--- config.mk ---
export PLATFORM = sky130hd
export DESIGN_NAME = nonce_miner
export DESIGN_NICKNAME = d
export VERILOG_FILES = /design/src/rtl/nonce_miner.sv
export SDC_FILE = /design/constraint.sdc
export NUM_CORES = 1
export LEC_CHECK = 0
export BUFFER_PORTS_ARGS = -buffer_cell sky130_fd_sc_hd__buf_2
export CAP_MARGIN = 40
export CORE_MARGIN = 1.5
export CORE_UTILIZATION = 44
export DETAILED_ROUTE_END_ITERATION = 16
export PLACE_DENSITY_LB_ADDON = 0.12
export SLEW_MARGIN = 30
export SYNTH_ARGS = -nofsm -noshare
export SYNTH_HDL_FRONTEND = slang
export SYNTH_SLANG_ARGS = --single-unit
--- constraint.sdc ---
create_clock -name clk -period 6.1 [get_ports clk]
set_clock_uncertainty 0.1 [all_clocks]
set_input_delay 0.61 -clock clk [delete_from_list [all_inputs] [get_ports clk]]
set_output_delay 0.61 -clock clk [all_outputs]
set_load 0.005 [all_outputs]
--- src/rtl/nonce_miner.sv ---
// Proof-of-work nonce search controller: sweeps nonces through concatenador/hash and stops on
// the first hash that beats the target. Optional MINER_STATS_EN adds an attempts counter.
module nonce_miner #(
  parameter int unsigned HASH_LAT  = 2,
  parameter logic [31:0] NONCE_MAX = 32'hFFFF_FFFF
) (
  input  logic        clk,
  input  logic        reset,
  input  logic        start,
  input  logic [95:0] entry_12,
  input  logic [7:0]  target,
  input  logic [23:0] hash_in,
  output logic        selector,
  output logic [95:0] entry_12_out,
  output logic [31:0] nonce,
  output logic        busy,
  output logic        found,
  output logic        fail,
  output logic [31:0] nonce_found,
`ifdef MINER_STATS_EN
  output logic [31:0] attempts,
`endif
  output logic [23:0] hash_found
);

  localparam int unsigned CntW = (HASH_LAT > 1) ? $clog2(HASH_LAT) : 1;

  typedef enum logic [2:0] {StIdle, StIssue, StWait, StCheck, StDone} state_e;

  state_e            state_q, state_d;
  logic [CntW-1:0]   cnt_q, cnt_d;
  logic [95:0]       entry_q, entry_d;
  logic [7:0]        target_q, target_d;
  logic [31:0]       nonce_q, nonce_d;
  logic              found_q, found_d;
  logic              fail_q, fail_d;
  logic [31:0]       nonce_found_q, nonce_found_d;
  logic [23:0]       hash_found_q, hash_found_d;
  logic              pass;
  logic              accept;

  // Strict unsigned compare on the top two bytes; the low byte does not matter.
  assign pass   = (hash_in[23:16] < target_q) && (hash_in[15:8] < target_q);
  assign accept = start && ((state_q == StIdle) || (state_q == StDone));

  always_comb begin
    state_d       = state_q;
    cnt_d         = cnt_q;
    entry_d       = entry_q;
    target_d      = target_q;
    nonce_d       = nonce_q;
    found_d       = found_q;
    fail_d        = fail_q;
    nonce_found_d = nonce_found_q;
    hash_found_d  = hash_found_q;
    unique case (state_q)
      StIdle, StDone: begin
        if (start) begin
          entry_d       = entry_12;
          target_d      = target;
          nonce_d       = '0;
          found_d       = 1'b0;
          fail_d        = 1'b0;
          nonce_found_d = '0;
          hash_found_d  = '0;
          state_d       = StIssue;
        end
      end
      StIssue: begin
        cnt_d   = CntW'(HASH_LAT - 1);
        state_d = StWait;
      end
      StWait: begin
        if (cnt_q == '0) state_d = StCheck;
        else             cnt_d   = cnt_q - 1'b1;
      end
      StCheck: begin
        // The limit check precedes the increment so the nonce never wraps.
        if (pass || (nonce_q == NONCE_MAX)) begin
          nonce_found_d = nonce_q;
          hash_found_d  = hash_in;
          found_d       = pass;
          fail_d        = ~pass;
          state_d       = StDone;
        end else begin
          nonce_d = nonce_q + 32'd1;
          state_d = StIssue;
        end
      end
      default: state_d = StIdle;
    endcase
  end

  always_ff @(posedge clk or posedge reset) begin
    if (reset) begin
      state_q       <= StIdle;
      cnt_q         <= '0;
      entry_q       <= '0;
      target_q      <= '0;
      nonce_q       <= '0;
      found_q       <= 1'b0;
      fail_q        <= 1'b0;
      nonce_found_q <= '0;
      hash_found_q  <= '0;
    end else begin
      state_q       <= state_d;
      cnt_q         <= cnt_d;
      entry_q       <= entry_d;
      target_q      <= target_d;
      nonce_q       <= nonce_d;
      found_q       <= found_d;
      fail_q        <= fail_d;
      nonce_found_q <= nonce_found_d;
      hash_found_q  <= hash_found_d;
    end
  end

`ifdef MINER_STATS_EN
  logic [31:0] attempts_q;

  always_ff @(posedge clk or posedge reset) begin
    if (reset) begin
      attempts_q <= '0;
    end else if (accept) begin
      attempts_q <= '0;
    end else if (state_q == StCheck) begin
      attempts_q <= attempts_q + 32'd1;
    end
  end

  assign attempts = attempts_q;
`endif

  assign selector     = (state_q == StIssue) || (state_q == StWait);
  assign busy         = (state_q == StIssue) || (state_q == StWait) || (state_q == StCheck);
  assign entry_12_out = entry_q;
  assign nonce        = nonce_q;
  assign found        = found_q;
  assign fail         = fail_q;
  assign nonce_found  = nonce_found_q;
  assign hash_found   = hash_found_q;

  logic unused_accept;
  assign unused_accept = accept;

endmodule

Yosys cells after proc, flatten, opt, wreduce, memory -nomap -nowiden
Cells that the tools add are included.
{ "totals": {"ff_bits": 198, "inputBits": 131, "word_cells": 54, "output_inout_bits": 188} }
{ "classes": {"n_mux": 19, "addsub": 2, "n_eq_ne": 9, "reduce_logical": 12, "n_bitwise": 1, "magnitude_cmp": 2} }
{ "ops": {"columns": ["op", "n"], "rows": [
  ["32-bit case mux with 2 select lines", 2],
  ["32-bit two-way mux", 3],
  ["24-bit two-way mux", 2],
  ["24-bit case mux with 2 select lines", 1],
  ["32-bit by 1-bit adder with 32-bit output (second input constant)", 1],
  ["32-bit == test (second input constant)", 1],
  ["8-bit < comparator", 2],
  ["3-bit case mux with 4 select lines", 1],
  ["3-bit two-way mux", 3],
  ["2-bit != test (second input constant)", 4],
  ["3-bit by 2-bit == test with 1-bit output (second input constant)", 2],
  ["1-bit case mux with 2 select lines", 3],
  ["3-bit AND reduction", 2],
  ["1-bit two-way mux", 4],
  ["2-bit AND reduction", 2],
  ["2-bit nonzero test", 2],
  ["3-bit by 1-bit == test with 1-bit output (second input constant)", 1],
  ["3-bit == test (second input constant)", 1],
  ["3-bit zero test", 1],
  ["1-bit logical OR", 3],
  ["2-bit OR reduction", 1],
  ["1-bit logical AND", 1],
  ["1-bit inverter", 1],
  ["1-bit subtractor (second input constant)", 1]
]} }

Logic depth before layout (Yosys ltp)
Gate-level depths: netlist of run 1.
{ "logic_depth": {"depth_word": 5, "mapped_depth": 10} }

Worst setup path before layout of run 1
No wires, ideal clock.
{ "synth_path": {"path_type": "input to register", "startpoint": "input hash_in[9]", "endpoint": "register nonce_q[29], in the netlist nonce[29]", "arrival_ns": 2.404, "slack_ns": 3.472, "path_stages": 8, "cell_sequence": "ha_1 > a2111oi_0 > o32ai_1 > o41ai_2 > buf_2 > buf_2 > nor3_1 > a211o_1"} }
{ "synth_via": {"elab_chain_len": 5} }
{ "synth_lines": {"columns": ["element", "line_no", "source"], "rows": [
  ["start: declaration", "12", "input logic [23:0] hash_in,"],
  ["8-bit < comparator", "43", "assign pass = (hash_in[23:16] < target_q) && (hash_in[15:8] < target_q);"],
  ["1-bit logical AND", "43", null],
  ["1-bit logical OR", "79", "if (pass || (nonce_q == NONCE_MAX)) begin"],
  ["2-bit != test (no source line)", null, null],
  ["3-bit AND reduction (no source line)", null, null],
  ["end signal: assignment", "110", "nonce_q <= nonce_d;"],
  ["end: declaration", "34", "logic [31:0] nonce_q, nonce_d;"]
]} }
No other way between the ends.
A chain may end at the register's enable or synchronous reset.

Worst setup path in the final report of run 1
{ "layout_path": {"startpoint": "register nonce_q[1], in the netlist nonce[1]", "endpoint": "register nonce_found_q[20], in the netlist nonce_found[20]"} }
{ "layout_via": {"elab_chain_len": 4} }
{ "layout_lines": {"columns": ["element", "line_no", "source"], "rows": [
  ["32-bit == test", "79", null],
  ["1-bit logical OR", "79", null],
  ["2-bit != test (no source line)", null, null],
  ["3-bit AND reduction (no source line)", null, null],
  ["end signal: assignment", "113", "nonce_found_q <= nonce_found_d;"],
  ["end: declaration", "37", "logic [31:0] nonce_found_q, nonce_found_d;"]
]} }
No other way between the ends.

==> results of run 1 <==
-- critical path: stages (launching register included) --
cell and delay [ns]:
dfrtp_1 0.47, ha_1 0.24, nand3_1 0.25, nor4_4 0.58
nand3_2 0.18, nor2_4 0.62, o22ai_4 0.43, buf_4 0.37
a22o_1 0.21
-- cells by family after synthesis --
group | Yosys count | synth area share
and+or+nand+nor | 424 | 0.2173
DFF | 198 | 0.5914
AOI/OAI and AO/OA | 118 | 0.1157
buffers and inverters | 64 | 0.03524
adders and majority gates | 15 | 0.02240
xor gates and xnor gates | 9 | 0.009409
muxes | 7 | 0.008513
-- registers in the layout, indices dropped and copies added (netlist names), 3 cells and up --
name and cells:
state_q 3, target_q 8, nonce_found 32, hash_found 24, entry_12_out 96, nonce 32
-- final cells by class --
class / instances / area, sq um
antenna: 3 / 7.507
clock buffer: 22 / 464.2
clock inverter: 10 / 96.34
fill: 1663 / 7899
inverter: 15 / 60.06
multi-input combinational: 573 / 3188
sequential: 198 / 4955
tap: 234 / 292.8
timing repair buffer: 329 / 1743
-- power groups by stage --
stage | Clock [uW] | Sequential, uW | Combinational, uW
6_report | 1080 | 1910 | 1540
5_1_grt | 1170 | 1960 | 1740
4_1_cts | 1110 | 1910 | 1570
3_5_place_dp | 0 | 1920 | 1570
3_3_place_gp | 0 | 1920 | 1510
2_1_floorplan | 0 | 1940 | 848
-- placed cells by master, fill, tap and decap left out, types with 3 or more instances in the layout --
cell type   instances
nand2_1           320
buf_2             318
dfrtp_1           198
a22o_1             58
nor2_1             20
clkbuf_16          17
o21ai_0            15
ha_1               15
inv_1              14
a221o_1            14
nor4_1             14
nand4_1            12
nand3_1            12
nor3_1             10
and2_1              8
xnor2_1             6
nor4b_1             6
mux2i_1             6
a211o_1             6
buf_4               6
nor2b_1             5
clkinvlp_4          5
a21oi_1             4
diode_2             3
a21o_1              3
xor2_1              3
clkbuf_1            3
-- per-layer routing --
layer  track usage  routed length (um)  vias to the layer above
met4       0.07895                 444                        0
met3       0.06658                1499                       28
met1        0.2981                9717                     3328
met5             0                   0                        -
met2        0.3684               10840                      223
li1              -                   -                     3432
-- stage by stage --
step | hold WS, ns | cells | setup WS [ns]
after floorplan | 0.3697 | 835 | 2.830
after detailed placement | 0.3567 | 1349 | 2.478
after global placement | 0.3533 | 1346 | 2.290
final | 0.2533 | 1384 | 2.511
after global routing | 0.2472 | 1382 | 2.267
after CTS | 0.2440 | 1381 | 2.485
-- worst min-delay path by stage --
| stage | endpoint | slack (ns) | cells past startpoint |
|---|---|---|---|
| 6_report | entry_12_out[39] | 0.25 | 3 |
| 5_1_grt | entry_12_out[79] | 0.25 | 3 |
| 4_1_cts | entry_12_out[2] | 0.24 | 3 |
| 3_5_place_dp | entry_12_out[38] | 0.36 | 2 |
| 3_3_place_gp | entry_12_out[59] | 0.35 | 2 |
| 2_1_floorplan | entry_12_out[0] | 0.37 | 2 |
-- synthesized netlist by cell type (all sizes together), types with 8 or more instances --
library cell,n,area share
nand2,321,0.14
dfrtp,198,0.59
a22o,58,0.061
clkbuf,29,0.013
nor2,22,0.011
buf,20,0.016
o21ai,16,0.0096
ha,15,0.022
inv,15,0.0067
nor4,15,0.013
a221o,14,0.017
nand3,14,0.0096
nand4,12,0.0090
nor3,11,0.0066
and2,8,0.0060
==> flow_summary_export.csv, run 1 <==
group,metric,value,unit
clock_tree,post_cts_resized,0,
timing,setup_viol_count_final,0,
drt,firstDrtPassIters,4,
setup_path,ff2ff_path_depth,8,
global_routing,antenna_found_initial,2,
cells_and_area,drive_above_1_share,0.3243,
floorplan,dieWidth,141.0,um
setup_path,crit_path_start,"nonce[1]",
cells_and_area,nNetsFinal,1280,
clock_tree,clock_latency,0.43,ns
yosys,synthFlopType,"dfrtp_1",
yosys,synth-async-reset-ratio,1.000,
timing,fmax,278.6,MHz
timing,drv_slew,0,
drt,avgRoutedWirePerCell,16.26,um
setup_path,crit_path_end_kind,"register",
yosys,ys_warn_count,0,
placed_design,hpwl,15790,um
setup_path,cp.required,6.31,ns
setup_path,worstSetupPathType,"reg -> reg",
setup_path,cp.arrival,3.80,ns
drt,vias,7011,
power,internal_power,2897,uW
global_routing,grt_max_degree,135,
power,power-per-cell-area,420.3,nW/um^2
yosys,netlist_area,8378,sq um
power,switching_share,0.3622,
setup_path,regToRegStartpoint,"nonce[1]",
drt,viasPerCell,5.066,
placed_design,place_area,10240,sq um
power,power,4542,uW
floorplan,initial_core_util,0.4479,
timing,fin_crit,3.589,ns
placed_design,gp_congestion,0.7900,
timing,relSlewSlack,0.4011,
drt,postRouteAntennaNets,0,
run,maxCapViolCount,0,
drt,remaining_drc_errors,0,
yosys,ys_seq_elements,198,
yosys,seq_area_frac_synth,0.5914,
drt,drtIter0Drc,415,
timing,tightest_slew,0.8902,ns
global_routing,grt_overflow,0,
clock_tree,cts_buffers,17,
cells_and_area,finalInstanceArea,10810,sq um
cells_and_area,area_growth,28.99,%
setup_path,crit_fanout,31,
clock_tree,cts_buffer_depth,2,
placed_design,io_buffer_count,318,
floorplan,core-area,18710,sq um
floorplan,ios,319,
yosys,syn_area_per_cell,10.03,sq um
floorplan,rows,50,
clock_tree,h-tree-depth,4,
status,status,"finished, final reports clean",
cells_and_area,utilization,0.5777,
clock_tree,postCtsHoldBufs,0,
hold_path,hold_class,"in -> async",
timing,hold_violations,0,
power,sequentialPowerShare,0.422,
timing,rsz0062_at_grt,"no",
global_routing,grt.total_usage,0.2293,
floorplan,dieArea,19880,sq um
clock_tree,post_cts_buffers,0,
setup_path,critPathCapture,"nonce_found[20]",
clock_tree,cts_num_sinks,198,
global_routing,grt_pass1_wl,35990,um
yosys,synth.distinct_cells,52,
yosys,synthCells,835,
power,pwr-share-comb,0.340,
setup_path,cp-start-kind,"register",
setup_path,rr_endpoint,"nonce_found[20]",
timing,fin_setup_tns,0,ns
power,p_leak,0.005952,uW
global_routing,first_global_vias,6673,
floorplan,die_y,141.0,um
timing,timing.final.crit_share,0.5883,
clock_tree,clk_pin_slew,0.07,ns
power,p_sw,1645,uW
power,peakVddDrop,0.1980,mV
clock_tree,cts_tree,"yes",
power,pwr-share-clk,0.239,
yosys,postSynthNetCount,981,
clock_tree,cts_root_buffer,"clkbuf_16",
drt,wl,22500,um
yosys,synth_edf_count,0,
setup_path,reg2reg_slack,2.51,ns
Power figures use the tool's default switching activity.
==> run 2, diff against run 1 <==
==> constraint.sdc (replaced) <==
create_clock -name clk -period 3.1 [get_ports clk]
set_clock_uncertainty 0.1 [all_clocks]
set_input_delay 0.31 -clock clk [delete_from_list [all_inputs] [get_ports clk]]
set_output_delay 0.31 -clock clk [all_outputs]
set_load 0.005 [all_outputs]
==> flow_summary_export.csv, run 2 (synthesized netlist as in run 1, its figures left out) <==
group,metric,value,unit
status,status,"finished, final reports clean",
floorplan,initial_core_util,0.4479,
drt,wl,25100,um
drt,drtIter0Drc,317,
cells_and_area,area_growth,43.43,%
timing,timing.final.crit_share,0.9443,
power,pwr-share-clk,0.236,
floorplan,core-area,18710,sq um
hold_path,hold_class,"in -> reg",
cells_and_area,largest_register_ffs,96,
setup_path,cp-start-kind,"register",
setup_path,rr_endpoint,"hash_found[14]",
hold_path,whs_path_depth,3,
cells_and_area,final_cell_mix,"nand2_1 (320), buf_2 (318), dfrtp_1 (198)",
drt,viasPerCell,5.126,
timing,drv_slew,0,
global_routing,first_global_vias,7620,
clock_tree,postCtsHoldBufs,110,
global_routing,grt.total_usage,0.2530,
placed_design,io_buffer_count,318,
placed_design,hpwl,16180,um
global_routing,grt_pass1_wl,39650,um
setup_path,reg2reg_slack,0.17,ns
timing,tightest_slew,0.8263,ns
drt,vias,7710,
power,sequentialPowerShare,0.410,
timing,setup_viol_count_final,0,
clock_tree,cts_buffer_depth,2,
global_routing,grt_max_degree,109,
global_routing,grt_overflow,0,
power,pwr-share-comb,0.354,
timing,hold_violations,0,
cells_and_area,drive_above_1_share,0.3042,
drt,postRouteAntennaNets,0,
setup_path,ff2ff_path_depth,9,
clock_tree,cts_num_sinks,198,
power,power-per-cell-area,768.8,nW/um^2
cells_and_area,utilization,0.6424,
drt,avgRoutedWirePerCell,16.69,um
floorplan,ios,319,
clock_tree,clock_latency,0.43,ns
clock_tree,post_cts_resized,0,
cells_and_area,nNetsFinal,1404,
setup_path,crit_fanout,45,
drt,remaining_drc_errors,0,
power,internal_power,5890,uW
cells_and_area,final_common_cell,"nand2_1",
clock_tree,post_cts_buffers,0,
timing,fmax,341.6,MHz
floorplan,dieArea,19880,sq um
hold_path,hold_path_end,"target_q[2]",
setup_path,regToRegStartpoint,"target_q[1]",
hold_path,min_from,"target[2]",
setup_path,worstSetupPathType,"reg -> reg",
clock_tree,cts_buffers,17,
timing,fin_setup_tns,0,ns
floorplan,die_y,141.0,um
setup_path,crit_path_end_kind,"register",
clock_tree,clk_pin_slew,0.07,ns
timing,rsz0062_at_grt,"no",
timing,relSlewSlack,0.4491,
timing,fin_crit,2.927,ns
placed_design,gp_congestion,0.8039,
clock_tree,h-tree-depth,4,
setup_path,cp.required,3.31,ns
power,peakVddDrop,0.4211,mV
clock_tree,cts_root_buffer,"clkbuf_16",
power,switching_share,0.3625,
run,maxCapViolCount,0,
clock_tree,cts_tree,"yes",
global_routing,antenna_found_initial,1,
floorplan,dieWidth,141.0,um
setup_path,cp.arrival,3.14,ns
cells_and_area,final_cells,1504,
power,p_sw,3349,uW
placed_design,dp_cells,1363,
floorplan,rows,50,
drt,firstDrtPassIters,5,
power,p_leak,0.006482,uW
## run 2: power groups by stage
stage / combinational [uW] / sequential [uW] / clock (uW)
2_1_floorplan: 1670 / 3820 / 0
3_3_place_gp: 3090 / 3780 / 0
3_5_place_dp: 3170 / 3780 / 0
4_1_cts: 3260 / 3770 / 2220
5_1_grt: 3640 / 3880 / 2320
6_report: 3270 / 3780 / 2180
## run 2: how the worst max path moves through the flow
stage	to	startpoint	slack, ns	cells after the start
finish	hash_found[14]	target_q[1]	0.17	9
global route	hash_found[14]	target_q[1]	0.03	9
CTS	nonce_found[2]	target_q[1]	0.21	9
detailed placement	hash_found[20]	hash_in[9]	0.16	9
global placement	nonce[27]	hash_in[15]	0.07	8
floorplan	cnt_q	reset	0.13	1
## run 2: area by class of cell
class                   instances  area (sq um)
repair buffers                453          2947
multi-input cells             573          3189
inverters                      15         60.06
clock inverters                11         127.6
clock buffers                  19         442.9
flip-flops and latches        198          4955
fillers                      1525          6689
well taps                     234         292.8
diodes                          1         2.502
## run 2: per-layer routing
layer,GRT usage,vias to the layer above,part of all wire
li1,-,3679,-
met3,0.05808,45,0.057
met5,0,-,0
met2,0.4252,274,0.50
met1,0.3152,3712,0.42
met4,0.1069,0,0.027
## run 2: critical path, cell delays in order, from the launching register on
cell and delay [ns]:
dfrtp_1 0.36, inv_1 0.09, ha_1 0.23, a2111oi_0 0.48
o32ai_1 0.26, o41ai_4 0.34, buf_4 0.40, o22ai_4 0.14
buf_12 0.20, a22o_1 0.20
## run 2: through the flow
| step | power, uW | setup WS, ns | cell area (sq um) | hold slack, ns |
|---|---|---|---|---|
| 6_report | 9239 | 0.1728 | 12020 | 0.01641 |
| 5_1_grt | 9839 | 0.02901 | 12020 | 0.02182 |
| 4_1_cts | 9248 | 0.2110 | 12010 | 0.001058 |
| 3_5_place_dp | 6947 | 0.1633 | 10340 | 0.2352 |
| 3_3_place_gp | 6869 | 0.06512 | 10300 | 0.3526 |
| 2_1_floorplan | 5487 | 0.1296 | 8382 | 0.3154 |
